## config.mk

```make
export PLATFORM = sky130hd
export DESIGN_NAME = mips_mc_control_flat
export DESIGN_NICKNAME = d
export VERILOG_FILES = /design/src/rtl/mips_mc_control_if.sv /design/src/rtl/mips_mc_control.sv /design/src/flat_wrapper.sv
export SDC_FILE = /design/constraint.sdc
export NUM_CORES = 1
export LEC_CHECK = 0
export ABC_AREA = 1
export CAP_MARGIN = 0
export CORE_MARGIN = 3
export CORE_UTILIZATION = 40
export DETAILED_ROUTE_END_ITERATION = 16
export PLACE_DENSITY = 0.8
export SLEW_MARGIN = 5
export SYNTH_ARGS = -nofsm -noshare
export SYNTH_HDL_FRONTEND = slang
export SYNTH_SLANG_ARGS = --single-unit
```

## constraint.sdc

```tcl
create_clock -name clk -period 2 [get_ports clk]
set_clock_uncertainty 0.2 [all_clocks]
set_input_delay 0.4 -clock clk [delete_from_list [all_inputs] [get_ports clk]]
set_output_delay 0.4 -clock clk [all_outputs]
set_load 0.01 [all_outputs]
```

## src/rtl/mips_mc_control_if.sv

```systemverilog
// Bus between the multicycle control unit and its datapath: the instruction
// register and memory status come in; strobes and mux selects go out.
interface mips_mc_control_if;
  logic [31:0] instr;
  logic        mem_ready;
  logic        ir_write;
  logic        mem_read;
  logic        mem_write;
  logic        iord;
  logic        pc_write;
  logic [1:0]  pc_write_cond;
  logic [1:0]  pc_src;
  logic [1:0]  alu_src_a;
  logic [1:0]  alu_src_b;
  logic [1:0]  reg_dst;
  logic        mem_to_reg;
  logic        reg_write;
  logic        ext_op;
  logic [3:0]  alu_control;
  logic [3:0]  state;
  logic        error;

  // Control side
  modport master (
    input  instr, mem_ready,
    output ir_write, mem_read, mem_write, iord, pc_write, pc_write_cond,
           pc_src, alu_src_a, alu_src_b, reg_dst, mem_to_reg, reg_write,
           ext_op, alu_control, state, error
  );

  // Datapath side
  modport slave (
    output instr, mem_ready,
    input  ir_write, mem_read, mem_write, iord, pc_write, pc_write_cond,
           pc_src, alu_src_a, alu_src_b, reg_dst, mem_to_reg, reg_write,
           ext_op, alu_control, state, error
  );
endinterface

```

## src/rtl/mips_mc_control.sv

```systemverilog
// Multicycle MIPS control unit. Moore FSM with memory wait states (fixed
// latency or ready handshake), a handshake timeout trap and a sticky error.
module mips_mc_control #(
  parameter int MEM_HANDSHAKE = 0,
  parameter int MEM_LATENCY   = 1,
  parameter int TIMEOUT       = 255
) (
  input  logic               clk,
  input  logic               rst,
  mips_mc_control_if.master  bus
);

  typedef enum logic [3:0] {
    FETCH, DECODE, MEMADR, MEMRD, MEMWB, MEMWR, EXEC_R, EXEC_I,
    ALU_WB, BRANCH, JUMP, JAL, JR, ERROR
  } state_t;

  localparam logic [3:0] ALU_AND = 4'b0000;
  localparam logic [3:0] ALU_OR  = 4'b0001;
  localparam logic [3:0] ALU_ADD = 4'b0010;
  localparam logic [3:0] ALU_SUB = 4'b0110;
  localparam logic [3:0] ALU_SLT = 4'b0111;
  localparam logic [3:0] ALU_XOR = 4'b1101;
  localparam logic [3:0] ALU_NOR = 4'b1100;
  localparam logic [3:0] ALU_SLL = 4'b1000;
  localparam logic [3:0] ALU_SRL = 4'b1001;
  localparam logic [3:0] ALU_SRA = 4'b1010;

  localparam logic [7:0] LAT_LAST = 8'(MEM_LATENCY - 1);
  localparam logic [7:0] TO_CNT   = 8'(TIMEOUT);

  state_t      st, nxt;
  logic [7:0]  cnt;
  logic        err_q;
  logic [5:0]  op, fn;
  logic        mem_st, done, timeout;
  logic        r_legal, r_shift, i_zext;
  logic [3:0]  r_alu, i_alu;
  logic        unused_instr;

  assign op           = bus.instr[31:26];
  assign fn           = bus.instr[5:0];
  assign unused_instr = ^bus.instr[25:6];

  assign mem_st  = (st == FETCH) || (st == MEMRD) || (st == MEMWR);
  // Access completes on mem_ready in handshake mode, else after a fixed count.
  assign done    = (MEM_HANDSHAKE != 0) ? bus.mem_ready : (cnt == LAT_LAST);
  // mem_ready in the same cycle wins over the timeout (done is checked first).
  assign timeout = (MEM_HANDSHAKE != 0) && (TIMEOUT != 0) && mem_st &&
                   !bus.mem_ready && (cnt == TO_CNT);

  assign bus.state = st;
  assign bus.error = err_q;

  // R-type funct decode: ALU op, shift flag, legality (jr counts as legal).
  always_comb begin
    r_legal = 1'b1;
    r_shift = 1'b0;
    r_alu   = ALU_ADD;
    case (fn)
      6'h20, 6'h21: r_alu = ALU_ADD;
      6'h22, 6'h23: r_alu = ALU_SUB;
      6'h24:        r_alu = ALU_AND;
      6'h25:        r_alu = ALU_OR;
      6'h26:        r_alu = ALU_XOR;
      6'h27:        r_alu = ALU_NOR;
      6'h2A:        r_alu = ALU_SLT;
      6'h00:        begin r_alu = ALU_SLL; r_shift = 1'b1; end
      6'h02:        begin r_alu = ALU_SRL; r_shift = 1'b1; end
      6'h03:        begin r_alu = ALU_SRA; r_shift = 1'b1; end
      6'h08:        r_alu = ALU_ADD;
      default:      r_legal = 1'b0;
    endcase
  end

  // I-type ALU op; logical immediates are zero-extended.
  always_comb begin
    i_zext = 1'b0;
    i_alu  = ALU_ADD;
    case (op)
      6'h0A:   i_alu = ALU_SLT;
      6'h0C:   begin i_alu = ALU_AND; i_zext = 1'b1; end
      6'h0D:   begin i_alu = ALU_OR;  i_zext = 1'b1; end
      6'h0E:   begin i_alu = ALU_XOR; i_zext = 1'b1; end
      default: i_alu = ALU_ADD;
    endcase
  end

  // Next-state and Moore outputs; write strobes are killed while rst is high.
  always_comb begin
    nxt               = st;
    bus.ir_write      = 1'b0;
    bus.mem_read      = 1'b0;
    bus.mem_write     = 1'b0;
    bus.iord          = 1'b0;
    bus.pc_write      = 1'b0;
    bus.pc_write_cond = 2'b00;
    bus.pc_src        = 2'b00;
    bus.alu_src_a     = 2'b00;
    bus.alu_src_b     = 2'b00;
    bus.reg_dst       = 2'b00;
    bus.mem_to_reg    = 1'b0;
    bus.reg_write     = 1'b0;
    bus.ext_op        = 1'b0;
    bus.alu_control   = ALU_ADD;
    case (st)
      FETCH: begin
        bus.mem_read  = 1'b1;
        bus.alu_src_b = 2'b01;
        if (done) begin
          bus.ir_write = 1'b1;
          bus.pc_write = 1'b1;
          nxt          = DECODE;
        end else if (timeout) begin
          nxt = ERROR;
        end
      end
      DECODE: begin
        bus.alu_src_b = 2'b11;
        case (op)
          6'h00:                             nxt = (fn == 6'h08) ? JR :
                                                   (r_legal ? EXEC_R : ERROR);
          6'h23, 6'h2B:                      nxt = MEMADR;
          6'h04, 6'h05:                      nxt = BRANCH;
          6'h08, 6'h09, 6'h0A,
          6'h0C, 6'h0D, 6'h0E:               nxt = EXEC_I;
          6'h02:                             nxt = JUMP;
          6'h03:                             nxt = JAL;
          default:                           nxt = ERROR;
        endcase
      end
      MEMADR: begin
        bus.alu_src_a = 2'b01;
        bus.alu_src_b = 2'b10;
        nxt = (op == 6'h23) ? MEMRD : MEMWR;
      end
      MEMRD: begin
        bus.iord     = 1'b1;
        bus.mem_read = 1'b1;
        if (done)         nxt = MEMWB;
        else if (timeout) nxt = ERROR;
      end
      MEMWB: begin
        bus.mem_to_reg = 1'b1;
        bus.reg_write  = 1'b1;
        nxt = FETCH;
      end
      MEMWR: begin
        bus.iord      = 1'b1;
        bus.mem_write = 1'b1;
        if (done)         nxt = FETCH;
        else if (timeout) nxt = ERROR;
      end
      EXEC_R: begin
        bus.alu_src_a   = r_shift ? 2'b10 : 2'b01;
        bus.alu_control = r_alu;
        nxt = ALU_WB;
      end
      EXEC_I: begin
        bus.alu_src_a   = 2'b01;
        bus.alu_src_b   = 2'b10;
        bus.ext_op      = i_zext;
        bus.alu_control = i_alu;
        nxt = ALU_WB;
      end
      ALU_WB: begin
        bus.reg_write = 1'b1;
        bus.reg_dst   = (op == 6'h00) ? 2'b01 : 2'b00;
        nxt = FETCH;
      end
      BRANCH: begin
        bus.alu_src_a     = 2'b01;
        bus.alu_control   = ALU_SUB;
        bus.pc_src        = 2'b01;
        bus.pc_write_cond = (op == 6'h05) ? 2'b10 : 2'b01;
        nxt = FETCH;
      end
      JUMP: begin
        bus.pc_src   = 2'b10;
        bus.pc_write = 1'b1;
        nxt = FETCH;
      end
      JAL: begin
        bus.pc_src    = 2'b10;
        bus.pc_write  = 1'b1;
        bus.reg_dst   = 2'b10;
        bus.reg_write = 1'b1;
        nxt = FETCH;
      end
      JR: begin
        bus.pc_src   = 2'b11;
        bus.pc_write = 1'b1;
        nxt = FETCH;
      end
      ERROR:   nxt = ERROR;
      default: nxt = ERROR;
    endcase
    if (rst) begin
      bus.ir_write      = 1'b0;
      bus.mem_read      = 1'b0;
      bus.mem_write     = 1'b0;
      bus.pc_write      = 1'b0;
      bus.pc_write_cond = 2'b00;
      bus.reg_write     = 1'b0;
    end
  end

  // State, wait counter and sticky error; the counter runs only while an
  // access is outstanding, so it is zero on entry to every memory state.
  always_ff @(posedge clk) begin
    if (rst) begin
      st    <= FETCH;
      cnt   <= 8'd0;
      err_q <= 1'b0;
    end else begin
      st  <= nxt;
      cnt <= (mem_st && !done && !timeout) ? cnt + 8'd1 : 8'd0;
      if (nxt == ERROR) err_q <= 1'b1;
    end
  end

endmodule

```

## src/flat_wrapper.sv

```systemverilog
// flat-port wrapper written by rule: the top's interface ports become plain ports
module mips_mc_control_flat 
#(
  parameter int MEM_HANDSHAKE = 0,
  parameter int MEM_LATENCY   = 1,
  parameter int TIMEOUT       = 255
)
  (clk, rst, bus_instr, bus_mem_ready, bus_ir_write, bus_mem_read, bus_mem_write, bus_iord, bus_pc_write, bus_pc_write_cond, bus_pc_src, bus_alu_src_a, bus_alu_src_b, bus_reg_dst, bus_mem_to_reg, bus_reg_write, bus_ext_op, bus_alu_control, bus_state, bus_error);
  mips_mc_control_if bus_i ();
  input  logic clk;
  input  logic rst;
  input wire logic [$bits(bus_i.instr)-1:0] bus_instr;
  input wire logic [$bits(bus_i.mem_ready)-1:0] bus_mem_ready;
  output wire logic [$bits(bus_i.ir_write)-1:0] bus_ir_write;
  output wire logic [$bits(bus_i.mem_read)-1:0] bus_mem_read;
  output wire logic [$bits(bus_i.mem_write)-1:0] bus_mem_write;
  output wire logic [$bits(bus_i.iord)-1:0] bus_iord;
  output wire logic [$bits(bus_i.pc_write)-1:0] bus_pc_write;
  output wire logic [$bits(bus_i.pc_write_cond)-1:0] bus_pc_write_cond;
  output wire logic [$bits(bus_i.pc_src)-1:0] bus_pc_src;
  output wire logic [$bits(bus_i.alu_src_a)-1:0] bus_alu_src_a;
  output wire logic [$bits(bus_i.alu_src_b)-1:0] bus_alu_src_b;
  output wire logic [$bits(bus_i.reg_dst)-1:0] bus_reg_dst;
  output wire logic [$bits(bus_i.mem_to_reg)-1:0] bus_mem_to_reg;
  output wire logic [$bits(bus_i.reg_write)-1:0] bus_reg_write;
  output wire logic [$bits(bus_i.ext_op)-1:0] bus_ext_op;
  output wire logic [$bits(bus_i.alu_control)-1:0] bus_alu_control;
  output wire logic [$bits(bus_i.state)-1:0] bus_state;
  output wire logic [$bits(bus_i.error)-1:0] bus_error;
  assign bus_i.instr = bus_instr;
  assign bus_i.mem_ready = bus_mem_ready;
  assign bus_ir_write = bus_i.ir_write;
  assign bus_mem_read = bus_i.mem_read;
  assign bus_mem_write = bus_i.mem_write;
  assign bus_iord = bus_i.iord;
  assign bus_pc_write = bus_i.pc_write;
  assign bus_pc_write_cond = bus_i.pc_write_cond;
  assign bus_pc_src = bus_i.pc_src;
  assign bus_alu_src_a = bus_i.alu_src_a;
  assign bus_alu_src_b = bus_i.alu_src_b;
  assign bus_reg_dst = bus_i.reg_dst;
  assign bus_mem_to_reg = bus_i.mem_to_reg;
  assign bus_reg_write = bus_i.reg_write;
  assign bus_ext_op = bus_i.ext_op;
  assign bus_alu_control = bus_i.alu_control;
  assign bus_state = bus_i.state;
  assign bus_error = bus_i.error;
  mips_mc_control #(.MEM_HANDSHAKE(MEM_HANDSHAKE), .MEM_LATENCY(MEM_LATENCY), .TIMEOUT(TIMEOUT)) u_core (.clk(clk), .rst(rst), .bus(bus_i));
endmodule
```

==> metrics.cfg, run 1 <==
[sta]
finalCritPeriodShare_pct=107
period_needed_ps=2130
slew_headroom_pct=73.2
worst_slew_pin_slew_ps=400
holdWs_ps=282
rsz0062_at_grt=true
final_hold_viol_count=0
finalMaxSlewViolations=0
setup_slack_ps=-133
finalSetupViolCount=13
max_freq_mhz=469

[floorplan]
start_util_pct=43.8
die_y_um=61.9
ioPinCount=62
placement_rows=19
die_w_um=61.9
die_area_mm2=0.00383
fp.coreArea_mm2=0.00285

[yosys]
netlist_instances=197
syn_area_mm2=0.00125
yosysTopAreaCell=dfxtp_1
ys_seq_area_share_pct=20.8
synth_cell_type_count=35
synth-seq-cells=13
synth_top_area_share_pct=20.8
synthArstFlopShare_pct=0
yosysWarnings=0
postSynthNetCount=234
ys.flop_type=dfxtp_1
synth_most_common_cell=nor2_1
synthTopCellsByCount=nor2_1 (35), nand2_1 (29), inv_1 (20)
synth_area_per_cell_um2=6.34
yosys-top-cells-area=dfxtp_1 (21%), nor2_1 (11%), nand2_1 (8.7%), nand3_1 (7.2%), inv_1 (6.0%)
synth_enable_flop_cells=0

[detailed_routing]
vias_per_cell=5.82
routed_wl_mm=6.36
drtPass1Iterations=5
vias=2001
wl_per_cell_um=18.5
drcViolationCount=0
ant_nets=0
drt_iter0_drc=150

[worst_setup_path]
start_kind=register
path_class=reg -> out
cp_max_fo=3
endpoint_kind=primary output
worstPathRequired_ps=1400
cp.arrival_ps=1530

[cts]
root_buffer=clkbuf_4
clock_path_buffers=2
cts_buffers=3
clock_latency_ps=300
cts_tree=built
htreeDepth=1
cts_num_sinks=13
clk_pin_slew_ps=90

[grt]
grt_pass1_wl_mm=7.63
antenna_found_initial=0
grt_overflow=0
grt_pass1_vias=1777
grt_usage_pct=26.8
grt_max_degree=9

[layout]
area_growth_pct=96.7
multi_input_area_mm2=0.00110
finish.utilization_pct=86.1
fillers=132
sequential_cell_area_um2=273
stdcell_area_mm2=0.00246
diodes=0
layout.nets=351
layout-drive-gt1-share_pct=62.0

[status]
status=complete, but fails checks
violations=negative setup slack

[placement]
dp_slack_ps=-836
io_buffers=40
gp_congestion=0.891
place_area_mm2=0.00214
dp_hpwl_mm=3.41

[pwr]
power_density_mw_per_mm2=493
power.total_mw=1.21
ir_worst_vdd_mv=0.549
p_leak_nw=1.16

[run]
drv_cap=0

[worst_hold_path]
hold_class=reg -> reg

[report_power, final]
| group | leakage (nW) | switching [mW] | internal [mW] |
|---|---|---|---|
| clock network | 0.0150 | 0.0933 | 0.0779 |
| registers | 0.109 | 0.0248 | 0.278 |
| logic | 1.04 | 0.389 | 0.347 |
[layer usage]
| metal | part of all wire, % | vias to the layer above | GRT usage (%) |
|---|---|---|---|
| li1 | - | 871 | - |
| met1 | 35 | 923 | 27.4 |
| met2 | 50 | 153 | 52.5 |
| met3 | 7.8 | 54 | 4.13 |
| met4 | 7.8 | 0 | 12.4 |
| met5 | 0 | - | 0 |
[area by class of cell]
type                       count  area share, %
inverter                      32           5.50
sequential                    13           11.1
multi-input combinational    151           44.8
clock buffer                   4           1.07
timing repair buffer         113           35.9
tap                           31           1.58
[through the flow]
stage	cells	TNS, ps
after floorplan	197	0
after global placement	327	-9550
after detailed placement	327	-10590
after CTS	340	-188
after global routing	344	-1840
final	344	-874
[placed cells by master (no fill, tap or decap), drive strengths merged, types with 3 or more instances in the layout]
master and instances:
nor2 44, clkbuf 7, dfxtp 13, nor3 7, buf 97, dlygate4sd2 6, o21ai 6, nand4 5
nand2 38, nand3 23, inv 31, a21oi 12, clkdlybuf4s15 3, clkdlybuf4s50 3
[final timing paths]
| kind | startpoint | endpoint | slack (ps) | cells after the start |
|---|---|---|---|---|
| worst min-delay path | u_core.bus.error | u_core.bus.error | 280 | 2 |
| worst max-delay path | u_core.bus.state[3] | bus_alu_control[3] | -130 | 6 |
| worst min register to register | u_core.bus.error | u_core.bus.error | 280 | 2 |
| worst max register to register | u_core.bus.state[0] | u_core.bus.error | 20 | 11 |
[sequential cells by signal, indices dropped and copies added (netlist names)]
| signal | count |
|---|---|
| u_core.bus.error | 1 |
| u_core.bus.state | 4 |
| u_core.cnt | 8 |
[what timing repair did]
action / CTS / global route
cloned: 0 / 0
gates resized for setup: 165 / 52
pin swaps: 25 / 24
hold buffers: 0 / 0
buffers inserted: 10 / 6
setup endpoints to repair: 24 / 23
[worst max-delay path: stages, from the launching register on]
cell     delay, ps
dfxtp_2        350
inv_4           90
nand2_4         70
nor2_4         150
nand4_1        180
o21ai_1        210
buf_2          180
[kinds of logic (layout without fill, tap and decap cells)]
kind of cell	Yosys count	in the layout	synth area share [%]
flops	13	13	20.8
simple gates	120	120	49.7
compound gates	26	26	14.6
xor+xnor	3	3	2.10
buf+inv	33	149	10.7
fa+ha+maj	2	2	2.00
No activity file was read; power rests on OpenSTA's default activity.
==> run 2, diff against run 1 <==
--- a/config.mk
+++ b/config.mk
@@ -8,9 +8,9 @@
 export ABC_AREA = 1
 export CAP_MARGIN = 0
 export CORE_MARGIN = 3
-export CORE_UTILIZATION = 40
+export CORE_UTILIZATION = 36
 export DETAILED_ROUTE_END_ITERATION = 16
-export PLACE_DENSITY = 0.8
+export PLACE_DENSITY = 0.76
 export SLEW_MARGIN = 5
 export SYNTH_ARGS = -nofsm -noshare
 export SYNTH_HDL_FRONTEND = slang
==> constraint.sdc (replaced) <==
create_clock -name clk -period 1.9 [get_ports clk]
set_clock_uncertainty 0.2 [all_clocks]
set_input_delay 0.38 -clock clk [delete_from_list [all_inputs] [get_ports clk]]
set_output_delay 0.38 -clock clk [all_outputs]
set_load 0.01 [all_outputs]
==> run 2 against run 1 <==
The flow still finishes with violations (negative setup slack); via count is 0.50% lower; sequential share of layout area shrank 0.33 points; core utilization is 7.2 points lower; global-route usage rose by 0.74 points; sequential power rose by 5%; worst setup slack worse by 130 ps; register-to-register slack got worse by 90 ps.
==> metrics.cfg, run 2 (synthesis gave the netlist of run 1 again) <==
[layout]
top_register=u_core.cnt
multi_input_area_mm2=0.00111  ; +0.79%
finalNonFillerCells=361  ; +4.9%
layout.nets=355  ; +1.1%
stdcell_area_mm2=0.00251  ; +2.1%
diodes=0  ; unchanged
fillers=171  ; +30%
area_growth_pct=101
final_cell_mix=buf_4 (69), nand2_1 (25), nor2_1 (21), buf_2 (21), buf_6 (17)
layout.cells.most_common=buf_4
layout-drive-gt1-share_pct=64.4  ; +2.4 points
sequential_cell_area_um2=270  ; -0.92%
largest_reg_flops=8  ; unchanged

[cts]
htreeDepth=1  ; unchanged
cts_tree=built
root_buffer=clkbuf_4
clock_path_buffers=2  ; unchanged
cts_buffers=3  ; unchanged
clk_pin_slew_ps=80  ; about the same
clock_latency_ps=290  ; about the same
cts_num_sinks=13  ; unchanged

[worst_setup_path]
cp.arrival_ps=1590  ; +60 ps
worstRegToRegCells=11  ; unchanged
endpoint_kind=primary output
regToRegEndpoint=u_core.bus.error
worstPathRequired_ps=1320  ; -80 ps
start_kind=register
reg2reg_from=u_core.bus.state[1]
cp_max_fo=3  ; unchanged
r2r_slack_ps=-70  ; -90 ps
path_class=reg -> out

[run]
drv_cap=0  ; unchanged

[sta]
worst_slew_pin_slew_ps=367  ; -33.3 ps
period_needed_ps=2170
rsz0062_at_grt=true
finalCritPeriodShare_pct=114
finalSetupViolCount=21  ; +8
max_freq_mhz=462
finalMaxSlewViolations=0  ; unchanged
slew_headroom_pct=75.4  ; +2.3 points
final_hold_viol_count=0  ; unchanged
setup_slack_ps=-266  ; -133 ps

[placement]
place_inst=339  ; +3.7%
place_area_mm2=0.00213  ; -0.18%
dp_hpwl_mm=3.24  ; -5.0%
gp_congestion=0.836  ; -6.1%
io_buffers=40  ; unchanged

[detailed_routing]
drcViolationCount=0  ; unchanged
routed_wl_mm=6.46  ; +1.5%
wl_per_cell_um=17.9  ; -3.2%
ant_nets=0  ; unchanged
drt_iter0_drc=137  ; -8.7%
drtPass1Iterations=4  ; -1
vias_per_cell=5.52  ; -5.2%
vias=1991  ; -0.50%

[floorplan]
die_w_um=64.9  ; +4.9%
die_area_mm2=0.00421  ; +10%
ioPinCount=62  ; unchanged
fp.coreArea_mm2=0.00318  ; +11%
placement_rows=20  ; +1
start_util_pct=39.3  ; -4.5 points
die_y_um=64.9  ; +4.9%

[pwr]
ir_worst_vdd_mv=0.332  ; -40%
power.total_mw=1.28  ; +6.0%
p_leak_nw=1.23  ; +5.7%
power_density_mw_per_mm2=511  ; +3.8%

[grt]
grt_pass1_vias=1942  ; +9.3%
grt_overflow=0  ; unchanged
grt_max_degree=9  ; unchanged
grt_pass1_wl_mm=9.10  ; +19%
antenna_found_initial=0  ; unchanged
grt_usage_pct=27.6  ; +0.74 points

[worst_hold_path]
min_from=u_core.bus.error
holdPathStages=2  ; unchanged
hold_class=reg -> reg
holdPathEnd=u_core.bus.error

[status]
violations=negative setup slack
status=complete, but fails checks

## run 2: changes by cell type in the layout (fill, tap and decap cells not counted), moves of 2 or more
cell,change
dlygate4sd2_1,-3
dlymetal6s2s_1,+2
buf_4,+6
clkdlybuf4s50_1,-2
nand3_4,-2
clkdlybuf4s15_2,-2
buf_6,+4
nand3_2,+2
## run 2: worst max path at each step
stage                             start                  to  slack, ps  cells after the start
finish              u_core.bus.state[3]  bus_alu_control[0]       -270                      6
global route        u_core.bus.state[3]  bus_alu_control[0]       -370                      6
CTS                       u_core.cnt[1]        bus_pc_write        -90                      8
detailed placement         bus_instr[5]  bus_alu_control[0]       -880                     10
global placement           bus_instr[5]  bus_alu_control[0]       -850                     10
floorplan           u_core.bus.state[3]        bus_pc_write         40                      5
## run 2: metrics by stage
step / setup TNS (ps) / hold WS [ps] / utilization (%) / setup WS (ps)
2_1_floorplan: 0 / 241 / - / 35.3
3_3_place_gp: -11540 / 261 / 67.1 / -846
3_5_place_dp: -12460 / 261 / 67.1 / -876
4_1_cts: -420 / 279 / 75.0 / -92.8
5_1_grt: -3400 / 314 / 78.9 / -370
6_report: -2140 / 285 / 78.9 / -266
## run 2: report_power, final
group / internal [mW] / switching, mW
sequential: 0.291 / 0.0257
clock: 0.0783 / 0.103
combinational: 0.367 / 0.418
total: 0.737 / 0.546
## run 2: per-layer routing
| layer | vias up | GRT usage (%) | wire (µm) |
|---|---|---|---|
| met5 | - | 0 | 0 |
| met4 | 0 | 12.7 | 435 |
| met3 | 47 | 3.81 | 514 |
| met2 | 126 | 53.6 | 3210 |
| met1 | 933 | 28.5 | 2300 |
| li1 | 885 | - | - |
## run 2: repair_timing
item / in CTS / in global routing
setup buffers: 15 / 3
pin swaps: 32 / 16
resized for setup: 205 / 32
hold endpoints to repair: 0 / 0
cloned: 0 / 0
endpoints found under the setup margin: 26 / 26
hold buffers: 0 / 0
## run 2: area by class of cell
cell class                 instances  area share (%)
clock buffer                       3           0.898
multi-input combinational        151            44.2
tap                               44            2.19
inverter                          32            5.49
sequential                        13            10.8
clock inverter                     1           0.200
timing repair buffer             117            36.2
## run 2: worst max-delay path: stages (launching register included)
cell and delay (ps):
dfxtp_2 360, inv_4 100, nand2_4 90, nor2_4 180, inv_2 80, o311ai_1 280, buf_2 210
